## src/rtl/wb_write_queue.sv

```systemverilog
// Purpose : queues writeback results and drives the register-file write port,
//           forwarding still-pending values to decode.
// Latency : result pushed at edge N appears on regwrite/write_* after edge N+1.
// Backpr. : in_ready drops when DEPTH entries are queued; wb_stall freezes the head.
//
// Ports:
//   clk, reset                       rising-edge clock, synchronous active-high reset
//   in_valid/in_ready/in_register/in_data   result handshake (writes to $0 are dropped)
//   wb_stall                         register-file write port busy, holds the queue head
//   regwrite/write_register/write_data      registered register-file write port
//   lookup_register_1/2              decode read addresses
//   fwd_hit_1/2, fwd_data_1/2        youngest pending value for each lookup
//   count                            queued entries, not counting the output stage
module wb_write_queue #(
    parameter int DEPTH = 4,
    parameter int AW    = 2
) (
    input  logic          clk,
    input  logic          reset,
    input  logic          in_valid,
    output logic          in_ready,
    input  logic [4:0]    in_register,
    input  logic [31:0]   in_data,
    input  logic          wb_stall,
    output logic          regwrite,
    output logic [4:0]    write_register,
    output logic [31:0]   write_data,
    input  logic [4:0]    lookup_register_1,
    input  logic [4:0]    lookup_register_2,
    output logic          fwd_hit_1,
    output logic          fwd_hit_2,
    output logic [31:0]   fwd_data_1,
    output logic [31:0]   fwd_data_2,
    output logic [AW:0]   count
);

    localparam logic [AW:0] FULL_CNT = (AW+1)'(DEPTH);

    // Queue storage. Address/data carry no reset; the valid bits qualify them.
    logic [4:0]       ent_reg_q [DEPTH];
    logic [31:0]      ent_dat_q [DEPTH];
    logic [DEPTH-1:0] ent_vld_q, ent_vld_d;

    logic [AW-1:0]    rd_ptr_q, rd_ptr_d;
    logic [AW-1:0]    wr_ptr_q, wr_ptr_d;
    logic [AW:0]      count_q,  count_d;

    // Output stage feeding the register file.
    logic             regwrite_q,       regwrite_d;
    logic [4:0]       write_register_q, write_register_d;
    logic [31:0]      write_data_q,     write_data_d;

    logic             accept;
    logic             push;
    logic             pop;

    assign in_ready = (count_q != FULL_CNT);
    assign accept   = in_valid && in_ready;
    // A $0 result completes its handshake but never occupies a slot.
    assign push     = accept && (in_register != 5'd0);
    // Pop only looks at the registered count, so an entry pushed into an empty
    // queue waits one edge before it can move to the output stage.
    assign pop      = (count_q != '0) && !wb_stall;

    // ------------------------------------------------------------------
    // Next-state logic
    // ------------------------------------------------------------------
    always_comb begin
        rd_ptr_d         = rd_ptr_q;
        wr_ptr_d         = wr_ptr_q;
        count_d          = count_q;
        ent_vld_d        = ent_vld_q;
        regwrite_d       = 1'b0;
        write_register_d = write_register_q;
        write_data_d     = write_data_q;

        if (push) begin
            wr_ptr_d            = wr_ptr_q + 1'b1;
            ent_vld_d[wr_ptr_q] = 1'b1;
        end

        // With 0 < count < DEPTH the pointers differ, so this clear never
        // collides with the set above.
        if (pop) begin
            rd_ptr_d            = rd_ptr_q + 1'b1;
            ent_vld_d[rd_ptr_q] = 1'b0;
            regwrite_d          = 1'b1;
            write_register_d    = ent_reg_q[rd_ptr_q];
            write_data_d        = ent_dat_q[rd_ptr_q];
        end

        if (push && !pop) begin
            count_d = count_q + 1'b1;
        end else if (pop && !push) begin
            count_d = count_q - 1'b1;
        end
    end

    // ------------------------------------------------------------------
    // Control and output-stage registers
    // ------------------------------------------------------------------
    always_ff @(posedge clk) begin
        if (reset) begin
            rd_ptr_q         <= '0;
            wr_ptr_q         <= '0;
            count_q          <= '0;
            ent_vld_q        <= '0;
            regwrite_q       <= 1'b0;
            write_register_q <= '0;
            write_data_q     <= '0;
        end else begin
            rd_ptr_q         <= rd_ptr_d;
            wr_ptr_q         <= wr_ptr_d;
            count_q          <= count_d;
            ent_vld_q        <= ent_vld_d;
            regwrite_q       <= regwrite_d;
            write_register_q <= write_register_d;
            write_data_q     <= write_data_d;
        end
    end

    // Entry payload: written on push only.
    always_ff @(posedge clk) begin
        if (push) begin
            ent_reg_q[wr_ptr_q] <= in_register;
            ent_dat_q[wr_ptr_q] <= in_data;
        end
    end

    // ------------------------------------------------------------------
    // Forwarding. The walk starts at the output stage (lowest priority) and
    // then visits entries oldest to youngest, so the last match seen is the
    // youngest pending write. The same-cycle in_data is deliberately ignored.
    // ------------------------------------------------------------------
    for (genvar k = 0; k < 2; k++) begin : g_fwd
        logic [4:0]  lk;
        logic        hit;
        logic [31:0] dat;

        assign lk = (k == 0) ? lookup_register_1 : lookup_register_2;

        always_comb begin
            logic [AW-1:0] idx;
            hit = 1'b0;
            dat = '0;
            idx = '0;
            if (regwrite_q && (write_register_q == lk)) begin
                hit = 1'b1;
                dat = write_data_q;
            end
            for (int i = 0; i < DEPTH; i++) begin
                idx = rd_ptr_q + AW'(i);
                if (ent_vld_q[idx] && (ent_reg_q[idx] == lk)) begin
                    hit = 1'b1;
                    dat = ent_dat_q[idx];
                end
            end
            // $0 is hard-wired in the register file; never forward it.
            if (lk == 5'd0) begin
                hit = 1'b0;
                dat = '0;
            end
        end
    end

    assign fwd_hit_1      = g_fwd[0].hit;
    assign fwd_data_1     = g_fwd[0].dat;
    assign fwd_hit_2      = g_fwd[1].hit;
    assign fwd_data_2     = g_fwd[1].dat;

    assign regwrite       = regwrite_q;
    assign write_register = write_register_q;
    assign write_data     = write_data_q;
    assign count          = count_q;

endmodule

```

## config.mk

```make
export PLATFORM = sky130hd
export DESIGN_NAME = wb_write_queue
export DESIGN_NICKNAME = d
export VERILOG_FILES = /design/src/rtl/wb_write_queue.sv
export SDC_FILE = /design/constraint.sdc
export NUM_CORES = 1
export LEC_CHECK = 0
export CAP_MARGIN = 0
export CORE_MARGIN = 2
export CORE_UTILIZATION = 30
export CTS_CLUSTER_DIAMETER = 200
export CTS_CLUSTER_SIZE = 30
export DETAILED_ROUTE_END_ITERATION = 10
export GPL_TIMING_DRIVEN = 1
export PLACE_DENSITY = 0.53
export SLEW_MARGIN = 20
export SYNTH_ARGS = -nofsm -noshare
export SYNTH_HDL_FRONTEND = slang
export SYNTH_SLANG_ARGS = --single-unit
export TNS_END_PERCENT = 1
```

## constraint.sdc

```tcl
create_clock -name clk -period 11.8 [get_ports clk]
set_clock_uncertainty 0.2 [all_clocks]
set_input_delay 3.54 -clock clk [delete_from_list [all_inputs] [get_ports clk]]
set_output_delay 3.54 -clock clk [all_outputs]
set_load 0.01 [all_outputs]
```

# [Word-level counts from Yosys, hierarchy flattened]
# Memory sizes are Yosys's and may differ from the RTL's. A register that Yosys moved wholly into a read port is not among the register bits.
# Index checks and enable logic that the tools add are counted.
[word_totals] elab_cells=108 n_memories=2 ram_bits=148 output_inout_bits=108 reg_bits=49 inputBits=51
[mem_list] memory="ent_dat_q" depth=4 width=32 rd=4 rd_clocked_by_memory_dff=1 wr=1 line_no="41" rtl="logic [31:0] ent_dat_q [DEPTH];"
[mem_list] memory="ent_reg_q" depth=4 width=5 rd=4 rd_clocked_by_memory_dff=1 wr=1 line_no="40" rtl="logic [4:0] ent_reg_q [DEPTH];"
[op_classes] n_eq_ne=11 magnitude_cmp=7 mux=47 reduce_logical=25 addsub=6 bitwise_logic=3
[op_table] cell="$mux W32" count=12
[op_table] cell="$eq A5 B5 Y1" count=10
[op_table] cell="$mux W1" count=21
[op_table] cell="$logic_and A1 B1 Y1" count=17
[op_table] cell="$lt A2 B3 Y1 const B" count=5
[op_table] cell="$logic_not A5 Y1" count=2
[op_table] cell="$bmux W1 S2" count=4
[op_table] cell="$mux W2" count=4
[op_table] cell="$mux W4" count=2
[op_table] cell="$mux W3" count=2
[op_table] cell="$reduce_bool A5 Y1" count=1
[op_table] cell="$add A2 B1 Y2 const B" count=2
[op_table] cell="$add A2 B2 Y2 const B" count=2
[op_table] cell="$and A4 B4 Y4" count=1
[op_table] cell="$demux W1 S2" count=2
[op_table] cell="$ge A2 B1 Y1 const B" count=2
[op_table] cell="$not A4 Y4" count=1
[op_table] cell="$or A4 B4 Y4" count=1
[op_table] cell="$add A3 B1 Y3 const B" count=1
[op_table] cell="$logic_not A1 Y1" count=3
[op_table] cell="$ne A3 B3 Y1 const B" count=1
[op_table] cell="$reduce_bool A3 Y1" count=1
[op_table] cell="$sub A3 B1 Y3 const B" count=1
[op_table] cell="$reduce_bool A2 Y1" count=1

# [Depth between registers and ports, before layout]
[logic_depth] depth_word=8 ltp_mapped=18 mapped_depth_nobuf=10

# [Worst setup path after synthesis]
# No wires, ideal clock.
[synth_timing] kind="input to output" from="in lookup_register_2[1]" to="out fwd_data_2[23]" setup_slack_ns=2.774 stages=9 t_required_ns=8.060 arrival_time_ns=5.286 path_buffers=3 cell_sequence="clkbuf_1 xor2_1 nor4_1 and3_1 clkbuf_1 clkbuf_1 nand3_1 a311oi_1 a221o_1"
[synth_between] elab_chain_cells=8 elab_cells_between_ends=17 cone_classes="5 x eq/ne; 6 x mux; 6 x reduce/logical"
[synth_rtl] element="start: declaration" line_no="29" rtl="input logic [4:0] lookup_register_2,"
[synth_rtl] element="$eq A5 B5 Y1" line_no="147" rtl="if (regwrite_q && (write_register_q == lk)) begin"
[synth_rtl] element="$logic_and A1 B1 Y1" line_no="147"
[synth_rtl] element="$mux W32" line_no="147"
[synth_rtl] element="$mux W32 (4 in series)" line_no="153" rtl="if (ent_vld_q[idx] && (ent_reg_q[idx] == lk)) begin"
[synth_rtl] element="$mux W32 *" line_no="159" rtl="if (lk == 5'd0) begin"
[synth_rtl] element="end: declaration" line_no="33" rtl="output logic [31:0] fwd_data_2,"
# Every way passes the cells marked *; elsewhere a longest branch is shown, timed or not.

# [Worst setup path in the final report]
[layout_timing] from="in lookup_register_2[2]" to="out fwd_data_2[31]"
# The elaborated chain is that of the path after synthesis.

==> flow_summary.json <==
{
  "largest_net_degree_at_the_start_of_global_routing": 79,
  "stdcell_count": 1940,
  "slowest_delay_ns": 0.94,
  "use_met2_pct": 33.2,
  "synth_cells": 1257,
  "setup_crit_end_kind": "output port",
  "first_global_vias": 10700,
  "power_density_mw_per_mm2": 198,
  "cts_made_buffers": 17,
  "tritoncts": "built",
  "antenna_violating_nets_post_route": 0,
  "cp-start-kind": "input port",
  "clkSinkCount": 199,
  "routed_wire_length_per_instance_um": 23.8,
  "number_of_synthesized_register_bits": 199,
  "synthArstFlopShare_pct": 0,
  "holdWs_ns": 0.295,
  "path_class": "input port to output port",
  "worstPathRequired_ns": 8.06,
  "yosys_most_used_dff": "sky130_fd_sc_hd__edfxtp_1",
  "routability_congestion": 0.845,
  "groute.layer.met1.usage_pct": 27.2,
  "num-nets-final": 1402,
  "number_of_enable_flip_flop_cells_after_synthesis": 148,
  "areaGrowthSynthToFinish_pct": 20.6,
  "post_synth_most_frequent_cells": "sky130_fd_sc_hd__nand2_1 (241), sky130_fd_sc_hd__edfxtp_1 (148), sky130_fd_sc_hd__clkbuf_1 (88)",
  "drt_pass1_iterations": 5,
  "area.sequential_mm2": 0.00547,
  "yosysSeqAreaShare_pct": 41.6,
  "post-cts-setup-buffers": 0,
  "setup_viol": 0,
  "grt-busiest-layer": "met2",
  "route.detailed.drc": 0,
  "wl_mm": 46.2,
  "synth_cell_types": 47,
  "rows": 76,
  "place_hpwl_mm": 29.4,
  "worstSkewPairLatency_ns": 0.45,
  "rsz0062_at_grt": "no",
  "critical_path_peak_fanout": 19,
  "leakage_uw": 0.00503,
  "maxSlewViolCount": 0,
  "die_area_mm2": 0.0455,
  "first_pass_grt_wire_length_mm": 68.4,
  "routed-via-count": 11000,
  "design_area_mm2": 0.0158,
  "placed_area_mm2": 0.0152,
  "synthesis.area_mm2": 0.0131,
  "initialDrtViolationCount": 1143,
  "slew-limit-headroom_pct": 34.6,
  "cts_max_level": 4,
  "total_number_of_yosys_warnings": 0,
  "aggregate_global_route_resource_usage_pct": 20.4,
  "clock.fmax_mhz": 93.1,
  "layout.filler_cells": 4290,
  "min_path_type": "flop to flop",
  "syn_avg_cell_area_um2": 10.5,
  "die_height_um": 213,
  "floorplan.io_pins": 159,
  "start_util_pct": 30.4,
  "number_of_antenna_violations_at_the_first_check_in_global_routing": 5,
  "status": "completed",
  "post-synth-top-area-fraction_pct": 33.8,
  "min_period_over_period_pct": 91.1,
  "slowest_stage": "sky130_fd_sc_hd__or4_1",
  "synth.area.top_cells": "sky130_fd_sc_hd__edfxtp_1 (34%), sky130_fd_sc_hd__mux4_2 (15%), sky130_fd_sc_hd__dfxtp_1 (7.8%)",
  "synth_largest_area_cell": "sky130_fd_sc_hd__edfxtp_1",
  "timing.final.hold_violations": 0,
  "worst_setup_hold_path_clk_slew_ns": 0.07,
  "tns_ns": 0,
  "globalRoute.totalOverflow": 0,
  "io_buffers": 158,
  "layout-drive-gt1-share_pct": 15.7,
  "clock-root-buffer": "sky130_fd_sc_hd__clkbuf_16",
  "grt.met3_usage_pct": 5.04,
  "cts_max_path_buffers": 2,
  "core_area_mm2": 0.0432,
  "avgViaCountPerCell": 5.69,
  "dieWidth_um": 213,
  "finalWorstPathRequiredPeriod_ns": 10.75,
  "area_used_by_multi_input_combinational_logic_mm2": 0.00714,
  "numPlacedInstances": 1906,
  "ctsHoldBuffers": 0,
  "mappedNetlistNets": 1318,
  "power.ir.vdd_worst_mv": 0.194,
  "timing.max_cap.violations": 0,
  "worst_slew_pin_slew_ns": 0.981,
  "cp_cell_sequence": "clkdlybuf4s50_1, xnor2_1, nand3_1, or4_1, buf_4, a311oi_1, a221o_1, clkdlybuf4s50_1",
  "worst_path_most_repeated_cell": "sky130_fd_sc_hd__clkdlybuf4s50_1",
  "timing.critical_path.arrival_ns": 7.01,
  "post-synth-top-count-cell": "sky130_fd_sc_hd__nand2_1",
  "number_of_gates_resized_after_cts": 0
}
[cells in the final DEF, fill, tap and decap left out, types with 17 or more instances in the layout]
master                            instances
sky130_fd_sc_hd__a311oi_1                30
sky130_fd_sc_hd__mux2_2                  32
sky130_fd_sc_hd__buf_4                   33
sky130_fd_sc_hd__o211ai_1                32
sky130_fd_sc_hd__nand2_1                241
sky130_fd_sc_hd__mux4_2                  86
sky130_fd_sc_hd__a31oi_1                 31
sky130_fd_sc_hd__nor2_1                  81
sky130_fd_sc_hd__edfxtp_1               148
sky130_fd_sc_hd__clkbuf_16               17
sky130_fd_sc_hd__a221o_1                 63
sky130_fd_sc_hd__nand3_1                 37
sky130_fd_sc_hd__o21ai_0                 33
sky130_fd_sc_hd__dfxtp_1                 47
sky130_fd_sc_hd__and3_1                  33
sky130_fd_sc_hd__xor2_1                  32
sky130_fd_sc_hd__xnor2_1                 22
sky130_fd_sc_hd__clkdlybuf4s50_1        157
sky130_fd_sc_hd__a21oi_1                 76
sky130_fd_sc_hd__mux2i_1                 35
[routing by layer]
metal / vias to the layer above / wire, um
met5: - / 51
met4: 8 / 762
met3: 64 / 4290
met2: 584 / 21700
met1: 5427 / 19400
li1: 4962 / -
[sequential cells by signal (all words and copies together) (netlist names), named ones only]
register,cells
ent_dat_q,128
write_data,32
ent_reg_q,20
write_register,5
ent_vld_q,4
count,3
rd_ptr_q,2
wr_ptr_q,2
regwrite,1
[cells by family after synthesis]
group                    count (synthesis)  synth area share [%]
XOR/XNOR                                54                  3.60
AND/OR/NAND/NOR                        429                  14.2
buffers and inverters                  137                  4.53
multiplexers                           155                  20.3
AO/OA/AOI/OAI                          273                  14.8
flip-flops                             199                  41.6
adder cells (fa/ha/maj)                 10                  1.01
[per-stage QoR]
stage               worst slack, ns  power, uW  utilization [%]
finish                         1.05       3130             36.7
global route                  0.978       3330             36.7
CTS                            1.15       3150             36.7
detailed placement             1.14       2550             35.3
global placement               1.15       2530             35.3
floorplan                      2.77       2050                -
[cell type report]
cell class | count | area share, %
clock buffer | 17 | 2.68
antenna | 1 | 0.0158
clock inverter | 15 | 1.12
sequential | 199 | 34.5
inverter | 9 | 0.213
timing repair buffer | 193 | 11.7
tap | 585 | 4.62
multi-input combinational | 921 | 45.1
[critical path: cells and delay by family]
family | cells | cell delay, ns
and+or+nand+nor | 2 | 1.07
xor gates and xnor gates | 1 | 0.17
buffers and inverters | 3 | 1.68
AOI/OAI and AO/OA | 2 | 0.54
[where the power goes]
part           internal (uW)  leakage [uW]  switching, uW  total, uW
clock                    289      0.000291            309        598
sequential               864       0.00177            126        989
combinational            650       0.00297            897       1550
total                   1800       0.00503           1330       3130
[worst paths after layout]
path / start / to / slack [ns] / cells after the start
worst max-delay path: lookup_register_2[2] / fwd_data_2[31] / 1.05 / 8
worst min-delay path: write_data[25] / write_data[25] / 0.29 / 2
worst max register to register: count[0] / count[2] / 8.50 / 11
worst min register to register: write_data[25] / write_data[25] / 0.29 / 2
Note: power is estimated with default switching activity, not from simulation.
